### src/rtl/router_reg_p.sv
// router_reg_p: router data/parity register stage.
// Latches the packet header, forwards header and payload to the output FIFO,
// holds one word while the FIFO is full, verifies the trailing check word
// (XOR parity or additive checksum) and cross-checks the payload count
// against the header length field.
module router_reg_p #(
   parameter int unsigned DW        = 8,
   parameter int unsigned ADDR_W    = 2,
   parameter int unsigned MODE      = 0,
   parameter int unsigned LEN_CHECK = 1
) (
   input  logic              clock,
   input  logic              resetn,
   input  logic              pkt_valid,
   input  logic              fifo_full,
   input  logic              detect_add,
   input  logic              ld_state,
   input  logic              laf_state,
   input  logic              full_state,
   input  logic              lfd_state,
   input  logic              rst_int_reg,
   input  logic [DW-1:0]     data_in,
   output logic [DW-1:0]     dout,
   output logic              err,
   output logic              parity_done,
   output logic              low_packet_valid,
   output logic              len_err,
   output logic [ADDR_W-1:0] hdr_addr
);

   // Length field occupies the header bits above the address; the payload
   // counter is one bit wider so an over-long packet still reads as a mismatch.
   localparam int unsigned LW = DW - ADDR_W;
   localparam int unsigned CW = LW + 1;

   localparam logic [ADDR_W-1:0] ADDR_RSVD = '1;
   localparam logic [CW-1:0]     CNT_MAX   = '1;

   logic [DW-1:0] hdr_reg;
   logic [DW-1:0] hold_reg;
   logic [DW-1:0] acc;
   logic [DW-1:0] chk_reg;
   logic [CW-1:0] count;
   logic          pd_q;

   logic          hdr_load;
   logic          payload_en;
   logic          capture;
   logic          eval;
   logic          len_mismatch;

   // Check function: XOR parity or sum modulo 2^DW
   function automatic logic [DW-1:0] fold(input logic [DW-1:0] a,
                                          input logic [DW-1:0] x);
      logic [DW-1:0] r;
      if (MODE == 1) r = a + x;
      else           r = a ^ x;
      return r;
   endfunction

   // Decode of the per-cycle enables shared by several registers
   always_comb begin
      hdr_load     = detect_add & pkt_valid & (data_in[ADDR_W-1:0] != ADDR_RSVD);
      payload_en   = ld_state & pkt_valid & ~full_state;
      capture      = (ld_state & ~fifo_full & ~pkt_valid)
                   | (laf_state & low_packet_valid & ~parity_done);
      // first cycle with parity_done high: the check word is now in chk_reg
      eval         = parity_done & ~pd_q;
      len_mismatch = (count != {1'b0, hdr_reg[DW-1:ADDR_W]});
   end

   // Header register; a reserved destination address leaves it untouched
   always_ff @(posedge clock or negedge resetn) begin
      if (!resetn) begin
         hdr_reg <= '0;
      end else if (hdr_load) begin
         hdr_reg <= data_in;
      end
   end

   // Output word select; a word arriving while the FIFO is full is parked
   always_ff @(posedge clock or negedge resetn) begin
      if (!resetn) begin
         dout     <= '0;
         hold_reg <= '0;
      end else if (lfd_state) begin
         dout <= hdr_reg;
      end else if (ld_state && !fifo_full) begin
         dout <= data_in;
      end else if (ld_state && fifo_full) begin
         hold_reg <= data_in;
      end else if (laf_state) begin
         dout <= hold_reg;
      end
   end

   // Running check accumulator and saturating payload counter
   always_ff @(posedge clock or negedge resetn) begin
      if (!resetn) begin
         acc   <= '0;
         count <= '0;
      end else if (detect_add) begin
         acc   <= '0;
         count <= '0;
      end else if (lfd_state) begin
         acc <= fold(acc, hdr_reg);
      end else if (payload_en) begin
         acc <= fold(acc, data_in);
         if (count != CNT_MAX) count <= count + 1'b1;
      end
   end

   // Check word capture and parity_done flag
   always_ff @(posedge clock or negedge resetn) begin
      if (!resetn) begin
         chk_reg     <= '0;
         parity_done <= 1'b0;
         pd_q        <= 1'b0;
      end else begin
         pd_q <= parity_done;
         if (capture) chk_reg <= data_in;
         if (detect_add)   parity_done <= 1'b0;
         else if (capture) parity_done <= 1'b1;
      end
   end

   // low_packet_valid: pkt_valid dropped during load; rst_int_reg wins
   always_ff @(posedge clock or negedge resetn) begin
      if (!resetn) begin
         low_packet_valid <= 1'b0;
      end else if (rst_int_reg) begin
         low_packet_valid <= 1'b0;
      end else if (ld_state && !pkt_valid) begin
         low_packet_valid <= 1'b1;
      end
   end

   // Sticky error flags, evaluated once per packet after the check capture
   always_ff @(posedge clock or negedge resetn) begin
      if (!resetn) begin
         err     <= 1'b0;
         len_err <= 1'b0;
      end else if (detect_add) begin
         err     <= 1'b0;
         len_err <= 1'b0;
      end else if (eval) begin
         err     <= (acc != chk_reg);
         len_err <= (LEN_CHECK != 0) && len_mismatch;
      end
   end

   assign hdr_addr = hdr_reg[ADDR_W-1:0];

endmodule

### config.mk
export PLATFORM = sky130hd
export DESIGN_NAME = router_reg_p
export DESIGN_NICKNAME = d
export VERILOG_FILES = /design/src/rtl/router_reg_p.sv
export SDC_FILE = /design/constraint.sdc
export NUM_CORES = 1
export LEC_CHECK = 0
export ABC_AREA = 1
export BUFFER_PORTS_ARGS = -buffer_cell sky130_fd_sc_hd__buf_4
export CAP_MARGIN = 20
export CORE_MARGIN = 1.5
export CORE_UTILIZATION = 45
export CTS_BUF_LIST = sky130_fd_sc_hd__clkbuf_2 sky130_fd_sc_hd__clkbuf_4 sky130_fd_sc_hd__clkbuf_8
export DETAILED_ROUTE_END_ITERATION = 8
export HOLD_SLACK_MARGIN = 0.15
export PLACE_DENSITY_LB_ADDON = 0.3
export SYNTH_ARGS = -nofsm -noshare
export SYNTH_HDL_FRONTEND = slang
export SYNTH_SLANG_ARGS = --single-unit
### constraint.sdc
create_clock -name clock -period 1.35 [get_ports clock]
set_clock_uncertainty 0.1 [all_clocks]
set_input_delay 0.0675 -clock clock [delete_from_list [all_inputs] [get_ports clock]]
set_output_delay 0.0675 -clock clock [all_outputs]
set_load 0.03 [all_outputs]
==> impl_results.md, run 1 <==
- Area share of the largest cell type after synthesis: 0.4822
- Area contributors post-synth: dfrtp_1, nand2_1, o21ai_0
- Mapped Area: between 2000 and 3000 um2
- Core region area: about 6000 um2
- Final min period: about 1.3 ns
- Clock Tree Buf Depth: 2
- Clock slew at reported path FFs: about 0.10 ns
- CP Max Fanout: 8
- Final HPWL DP: roughly 4700 um
- Avg Inst Size Synth: 7.645 um2
- Most frequent cells in the layout: nand2_1, dfrtp_1, inv_1, buf_4, o21ai_0
- Drt first pass iters: 5
- Critical Path End Type: flop
- Total Wirelength: roughly 7100 um
- Clock latency on the worst-skew pair: between 0.3 and 0.4 ns
- Dpl cells: approximately 460
- Root Driver: clkbuf_8
- # DRC: 0
- Initial core utilization: 0.4613
- Detail Route Antenna Nets: 0
- Mapped Cells: between 300 and 400
- GPL Wtd Cong: 0.8946
- Port Buf Inserts: 31
- Die Ht: a little over 80 um
- Grt total ovfl: 0
- Final hold vios: 0
- Startpoint types: flop
- Commonest non-fill, non-tap cell in the layout: nand2_1
- Avg WL per Cell: 14.51 um
- Gr usage total: 0.2411
- Crit path DAT: about 1.5 ns
- VDD IR max: approximately 0.74 mV
- RSZ-0062 raised after global routing: true
- Ratio of cells with drive above 1 in the final layout: 0.1823
- WS Path Type: flop to flop
- Distinct cell type count after synthesis: 24
- Yosys warns: 0
- Hold Path Class: input pin to flop
- Worst-Margin Slew: between 0.3 and 0.4 ns
- Sequential area share after synthesis: 0.4822
- Vias/cell: around 5.2
- Vias: 2555
- Dpl cell area: 3030 um2
- Cell taking the most area after synthesis: dfrtp_1
- Number of global-route vias before repair: 2431
- Max-cap viol count: 0
- CTS tree: done
- # clock sinks: 52
- Syn nets: around 370
- Die X: between 80 and 90 um
- F_max: roughly 750 MHz
- CTS H-tree depth: 2
- Slew HR: 0.7719
- First-pass GRT wire length: around 12000 um
- #FFs+latches synth: 52
- Data required time of the worst path: around 1.5 ns
- Total power draw: a little under 4 mW
- Status: completed
- TritonCTS buffer count: 5
- # diodes: 0
- Row cnt: 28
- Initial DRC count: 157
- Area growth from synthesis to layout: 28.05%
- Die ar.: 6471 um2
- Crit share post-route: 0.9915
- Antenna violations before repair: 0
- Largest net degree at the start of global routing: 24
- Nets: ~440
- Final Max Slew Viols: 0
- Final setup violation count: 0
- Power Dens Cells: around 1100 nW/um2
- Final Cell Area: about 3500 um2
- Cell Count, Final, Fillers Out: just under 500
- # IOs: 32
- Static Leak: ~1.7 nW
-- worst paths after layout --
path,start,end,slack [ns],cells past startpoint
max,count[0],count[3],0.01,7
min,lfd_state,acc[0],0.13,4
max reg2reg,count[0],count[3],0.01,7
min reg2reg,parity_done,pd_q,0.33,0
max in group asynchronous,resetn,count[2],0.15,4
min in group asynchronous,resetn,hdr_reg[0],0.59,3
-- stage by stage --
step                hold WS [ns]  TNS (ns)  setup slack [ns]  utilization
floorplan                -0.3281         0           0.02805            -
global route              0.1882   -0.1890          -0.04213       0.5907
finish                    0.1294         0           0.01154       0.5907
CTS                       0.1630         0          0.003191       0.5731
detailed placement       -0.1136  -0.01716          -0.01424       0.5180
global placement         -0.1125         0           0.04155       0.5180
-- area by class of cell --
type	instances	area, um2
clock buffers	6	82.58
clock inverters	2	15.01
fillers	509	2395
inverters	46	183.9
multi-input cells	245	1195
flip-flops and latches	52	1304
well taps	75	93.84
repair buffers	66	581.8
-- routing by layer --
layer  share of wire  GRT usage  up-vias
met1            0.44     0.3084     1185
met2            0.47     0.3941       98
met5               0          0        -
li1                -          -     1251
met4           0.027     0.1034        0
met3           0.062    0.05000       21
-- what timing repair did --
item                                    in CTS  in global routing
hold buffers                                22                  0
gates resized for setup                      2                 22
endpoints found under the setup margin       4                 38
pin swaps                                    0                  4
gates cloned                                 0                  0
endpoints found under the hold margin      100                  0
setup buffers                                0                  3
-- worst max-delay path: stages, from the launching register on --
cell and delay [ns]:
dfrtp_1 0.37, ha_2 0.19, nand3_2 0.10, inv_2 0.11
nand3_2 0.10, nand3_4 0.15, nand2_1 0.06, o21ai_1 0.08
-- report_power, final --
| part | switching, mW | internal [mW] |
|---|---|---|
| clock network | 0.550 | 0.416 |
| logic | 0.609 | 0.435 |
| registers | 0.157 | 1.77 |
-- cells by family after synthesis --
logic type                 after synthesis  share of synthesized area
DFF                                     52                     0.4822
and+or+nand+nor                        187                     0.2976
buffers and inverters                   56                    0.09550
AOI/OAI and AO/OA                       52                     0.1038
xor gates and xnor gates                 5                    0.01623
adders and majority gates                1                   0.004635
-- cells in the mapped netlist (all sizes together) --
cell	n
a21oi	6
a31oi	10
buf	9
clkbuf	1
dfrtp	52
ha	1
inv	46
nand2	117
nand3	32
nand4	7
nor2	29
nor3	1
o211ai	1
o21ai	35
or2	1
xnor2	3
xor2	2
(Power assumes the default switching activity.)
==> run 2, diff against run 1 <==
- CORE_MARGIN: 1.5 -> 10
==> run 2 against run 1 <==
Critical path depth unchanged. Final cell count shrank 1.4%. Highest routed layer unchanged. Total power decreased by 2.1%. Core utilization fell by 1.7 points.
==> impl_results.md, run 2 (synthesized netlist as in run 1, its figures left out) <==
- Worst hold start: lfd_state
- CP Max Fanout: 8 (unchanged)
- Worst reg-to-reg setup slack: 0.05 ns (+0.04 ns)
- F_max: 767.5 MHz (+2.7%)
- Ratio of cells with drive above 1 in the final layout: 0.1634 (-0.01884)
- Initial core utilization: 0.4585 (-0.002746)
- Row cnt: 28 (unchanged)
- Power Dens Cells: 1142 nW/um2 (+0.16%)
- Port Buf Inserts: 31 (unchanged)
- Slew HR: 0.5851 (-0.1868)
- Nets: 428 (-1.6%)
- Antenna violations before repair: 0 (unchanged)
- TritonCTS buffer count: 5 (unchanged)
- Hold Path Class: input pin to flop
- Status: completed
- Gr usage total: 0.1465 (-0.09460)
- RSZ-0062 raised after global routing: true
- Worst setup margin: 0.04712 ns (+0.03557 ns)
- CTS H-tree depth: 2 (unchanged)
- CTS tree: done
- Area growth from synthesis to layout: 25.17%
- Commonest non-fill, non-tap cell in the layout: nand2_1
- Max-cap viol count: 0 (unchanged)
- Vias: 2488 (-2.6%)
- Most frequent cells in the layout: nand2_1, dfrtp_1, inv_1
- Worst r2r path cells: 7 (unchanged)
- Startpoint types: flop
- Die ar.: 9496 um2 (+47%)
- Crit share post-route: 0.9651 (-0.02635)
- Final min period: 1.303 ns (-0.03557 ns)
- WS Path Type: flop to flop
- Avg WL per Cell: 14.19 um (-2.3%)
- Crit path DAT: 1.39 ns (-0.10 ns)
- Total Wirelength: 6881 um (-3.6%)
- Origin of the worst setup path: count[0]
- Static Leak: 1.700 nW (-2.0%)
- Die Ht: 97.45 um (+21%)
- GPL Wtd Cong: 0.8824 (-1.4%)
- Clock latency on the worst-skew pair: 0.31 ns (about the same)
- Grt total ovfl: 0 (unchanged)
- Worst hold slack: 0.03372 ns (-0.09570 ns)
- First-pass GRT wire length: 11720 um (+0.65%)
- Critical Path End Type: flop
- # diodes: 0 (unchanged)
- Final hold vios: 0 (unchanged)
- # clock sinks: 52 (unchanged)
- Core region area: 5886 um2 (+0.60%)
- Post-route setup TNS: 0 ns (unchanged)
- Clock Tree Buf Depth: 2 (unchanged)
- Critical R2R Launch: count[0]
- Final Max Slew Viols: 0 (unchanged)
- Detail Route Antenna Nets: 0 (unchanged)
- Initial DRC count: 114 (-27%)
- Root Driver: clkbuf_8
- Die X: 97.45 um (+21%)
- Dpl ws: -0.02081 ns (-0.006566 ns)
- Clock slew at reported path FFs: 0.08 ns (-0.02 ns)
- Number of global-route vias before repair: 2474 (+1.8%)
- Largest net degree at the start of global routing: 44 (+83%)
- Reg2reg end: count[1]
- VDD IR max: 0.7670 mV (+4.2%)
- Vias/cell: 5.130 (-1.2%)
- Worst Hold Depth: 3 (-1)
- Final setup violation count: 0 (unchanged)
- Drt first pass iters: 4 (-1)
- Cell Count, Final, Fillers Out: 485 (-1.4%)
- Worst-Margin Slew: 0.6205 ns (+0.2787 ns)
- Dpl cells: 455 (-0.87%)
- # IOs: 32 (unchanged)
- Hold Path End: dout[1]
- Final Util: 0.5740 (-0.01670)
- Final HPWL DP: 4862 um (+2.6%)
- # DRC: 0 (unchanged)
- Data required time of the worst path: 1.44 ns (-0.06 ns)
## run 2: power breakdown
group | leakage, nW | switching (mW) | internal [mW]
combinational | 1.00 | 0.612 | 0.423
sequential | 0.654 | 0.150 | 1.77
clock | 0.0448 | 0.511 | 0.390
total | 1.70 | 1.27 | 2.59
## run 2: repair_timing
| action | 4_1_cts | 5_1_grt |
|---|---|---|
| pin swaps | 1 | 1 |
| setup endpoints to repair | 4 | 23 |
| hold buffers | 19 | 2 |
| buffers inserted | 0 | 1 |
| resized for setup | 5 | 10 |
| endpoints found under the hold margin | 100 | 10 |
## run 2: metrics by stage
stage	cell area, um2	power [mW]
floorplan	2699	2.577
finish	3378	3.859
global placement	3000	2.883
detailed placement	3000	2.911
CTS	3298	3.870
global route	3378	4.116
## run 2: worst max-delay path: stages (launching register included)
cell,delay [ns]
dfrtp_1,0.39
ha_2,0.20
nand3_2,0.09
inv_2,0.06
nand3_2,0.07
nand3_4,0.11
nand2_2,0.10
o21ai_1,0.07
## run 2: routing by layer
layer  vias up  track usage  routed length [um]
li1       1235            -                   -
met1      1151       0.1747                2867
met2        81       0.2417                3360
met3        21      0.03272                 411
met4         0      0.07271                 242
met5         -            0                   0
## run 2: how the worst max path moves through the flow
| stage | end | slack (ns) | cells past startpoint |
|---|---|---|---|
| 2_1_floorplan | count[0] | 0.03 | 7 |
| 3_3_place_gp | count[3] | 0.04 | 7 |
| 3_5_place_dp | count[0] | -0.02 | 7 |
| 4_1_cts | count[1] | 0.006 | 7 |
| 5_1_grt | count[2] | -0.06 | 8 |
| 6_report | count[1] | 0.05 | 7 |
## run 2: layout make-up
type                            instances  area, um2
Fill cell                             534       2507
Sequential cell                        52       1303
Multi-Input combinational cell        245       1189
Timing Repair Buffer                   59      520.5
Inverter                               46      180.2
Tap cell                               75      93.84
Clock buffer                            6      76.32
Clock inverter                          2      16.27
==> run 3, diff against run 2 <==
- ABC_AREA: 1 -> default
==> run 3 against run 2 <==
Synthesized cell count decreased by 41%. Register-to-register slack got worse by 0.05 ns. Design area decreased by 4.0%. First-iteration DRC count decreased by 31%. Non-clock buffer count increased by 4. Count of clock-buffer cells in the layout decreased by 1. Clock power increased by 19%. Critical path type unchanged.
==> impl_results.md, run 3 <==
- Final Util: 0.5963 (+0.02229)
- Startpoint types: flop
- Die Ht: 94.39 um (-3.1%)
- Critical R2R Launch: count[1]
- Yosys warns: 0 (unchanged)
- Highest Signal Layer: met4
- Dpl ws: -0.01200 ns (+0.008809 ns)
- Power Dens Cells: 1248 nW/um2 (+9.2%)
- # DRC: 0 (unchanged)
- Detail Route Antenna Nets: 0 (unchanged)
- CP Max Fanout: 4 (-4)
- DR WL met2: 2620 um (-22%)
- Static Leak: 1.488 nW (-12%)
- Core region area: 5439 um2 (-7.6%)
- Routed length on met3: 231 um (-44%)
- Gr usage total: 0.1350 (-0.01155)
- Metal1 wirelength: 2624 um (-8.5%)
- Drt first pass iters: 5 (+1)
- VDD IR max: 0.8915 mV (+16%)
- Clock slew at reported path FFs: 0.09 ns (about the same)
- Final HPWL DP: 4045 um (-17%)
- Mapped Area: 2490 um2 (-7.7%)
- # IOs: 32 (unchanged)
- Syn nets: 228 (-39%)
- Worst reg-to-reg setup slack: 0.0007 ns (-0.05 ns)
- Mapped Cells: 209 (-41%)
- Clock latency on the worst-skew pair: 0.31 ns (about the same)
- GPL Wtd Cong: 0.8130 (-7.9%)
- Crit share post-route: 0.9995 (+0.03441)
- Antenna violations before repair: 0 (unchanged)
- Flip-flop and latch area: 1305 um2 (+0.19%)
- Post-synth EDFFs: 0 (unchanged)
- FFs w/ async S/R, synth: 1.000 (unchanged)
- Top FF cell, synth: dfrtp_1
- Grt total ovfl: 0 (unchanged)
- Vias: 1758 (-29%)
- RSZ-0062 raised after global routing: true
- Hold Path Class: input pin to flop
- Root Driver: clkbuf_8
- Max-cap viol count: 0 (unchanged)
- Multi-input gate area: 1159 um2 (-2.5%)
- Hold Path End: dout[0]
- Initial core utilization: 0.4578 (-0.0007588)
- Avg WL per Cell: 16.12 um (+14%)
- Dpl cell area: 2908 um2 (-3.1%)
- Reg2reg end: count[1]
- # diodes: 0 (unchanged)
- Final Max Slew Viols: 0 (unchanged)
- FILL cells: 456 (-15%)
- Final min period: 1.349 ns (+0.04646 ns)
- Count leader, synth: dfrtp_1
- Nets: 290 (-32%)
- Status: completed
- Port Buf Inserts: 31 (unchanged)
- Sequential area share after synthesis: 0.5226 (+0.04046)
- Worst Hold Depth: 3 (unchanged)
- Row cnt: 27 (-3.6%)
- Critical Path End Type: flop
- Commonest cells in the netlist: dfrtp_1, mux2_2, nor2_1
- #FFs+latches synth: 52 (unchanged)
- Data required time of the worst path: 1.45 ns (about the same)
- First-pass GRT wire length: 9591 um (-18%)
- # clock sinks: 52 (unchanged)
- CTS tree: done
- Worst setup margin: 0.0006589 ns (-0.04646 ns)
- Distinct cell type count after synthesis: 37 (+54%)
- Cell taking the most area after synthesis: dfrtp_1
- Worst hold start: lfd_state
- Worst r2r path cells: 5 (-2)
- Final hold vios: 0 (unchanged)
- Die ar.: 8909 um2 (-6.2%)
- Ratio of cells with drive above 1 in the final layout: 0.3713 (+0.2079)
- Origin of the worst setup path: count[1]
- TritonCTS buffer count: 5 (unchanged)
- Commonest non-fill, non-tap cell in the layout: dfrtp_1
- F_max: 741.1 MHz (-3.4%)
- Area contributors post-synth: dfrtp_1, mux2_2, xor2_1
- Most frequent cells in the layout: dfrtp_1, buf_4, mux2_2
- Area growth from synthesis to layout: 30.25%
- Number of global-route vias before repair: 1933 (-22%)
- Slew HR: 0.8427 (+0.2576)
- CTS H-tree depth: 2 (unchanged)
- WS Path Type: flop to flop
- Vias/cell: 5.110 (-0.38%)
- Area share of the largest cell type after synthesis: 0.5226 (+0.04046)
- Crit path DAT: 1.45 ns (+0.06 ns)
- Clock Tree Buf Depth: 2 (unchanged)
- Initial DRC count: 79 (-31%)
- Worst hold slack: 0.1529 ns (+0.1192 ns)
- Final Cell Area: 3243 um2 (-4.0%)
- Largest net degree at the start of global routing: 24 (-45%)
- Final setup violation count: 0 (unchanged)
- Avg Inst Size Synth: 11.91 um2 (+56%)
- Die X: 94.39 um (-3.1%)
- Total Wirelength: 5545 um (-19%)
- Worst-Margin Slew: 0.2334 ns (-0.3870 ns)
==> run 3: final cells by class <==
| cell class | count | area share |
|---|---|---|
| multi-input cells | 146 | 0.3573 |
| clock inverters | 3 | 0.01312 |
| clock buffers | 5 | 0.02122 |
| flip-flops and latches | 52 | 0.4024 |
| well taps | 72 | 0.02778 |
| repair buffers | 63 | 0.1748 |
| inverters | 3 | 0.003472 |
==> run 3: worst max-delay path by stage <==
stage                             to  slack, ns  depth (start not counted)
after floorplan           chk_reg[0]      -0.03                          3
after global placement    chk_reg[1]       0.03                          5
after detailed placement    count[1]      -0.01                          5
after CTS                   count[3]     -0.008                          5
after global routing        count[1]      -0.08                          5
final                       count[1]     0.0007                          5
==> run 3: logic make-up after synthesis <==
| group | Yosys count | synth area share |
|---|---|---|
| AND/OR/NAND/NOR | 51 | 0.09900 |
| flip-flops | 52 | 0.5226 |
| multiplexers | 39 | 0.1719 |
| XOR/XNOR | 26 | 0.09146 |
| AO/OA/AOI/OAI | 29 | 0.08090 |
| adder cells (fa/ha/maj) | 1 | 0.005024 |
| buffers and inverters | 11 | 0.02914 |
==> run 3: critical path, cell delays in order, from the launching register on <==
cell and delay (ns):
dfrtp_1 0.38, ha_2 0.21, nand3_4 0.10, o21ai_4 0.19, mux2i_1 0.21, nor2_1 0.05
==> run 3: layer usage <==
layer  track usage  vias up
met1        0.1787      866
met3       0.03410        6
met4       0.03797        0
met5             0        -
met2        0.2134       33
li1              -      853
==> run 3: metrics by stage <==
| stage | power, mW | instances | TNS [ns] |
|---|---|---|---|
| global placement | 2.919 | 318 | 0 |
| global route | 4.265 | 344 | -0.2876 |
| detailed placement | 2.956 | 318 | -0.01482 |
| CTS | 4.072 | 343 | -0.01332 |
| finish | 4.047 | 344 | 0 |
| floorplan | 2.595 | 209 | -0.2539 |
==> run 3: repair_timing <==
action | CTS | global route
hold endpoints to repair | 96 | 0
gates cloned | 0 | 0
gates resized for setup | 0 | 8
hold buffers | 16 | 0
pin swaps | 2 | 6
endpoints found under the setup margin | 7 | 22
buffers inserted | 1 | 1
==> run 3: power breakdown <==
group	total [mW]	switching (mW)	internal, mW	leakage, nW
registers	1.97	0.168	1.80	0.646
logic	1.01	0.490	0.519	0.787
clock network	1.07	0.524	0.549	0.0541
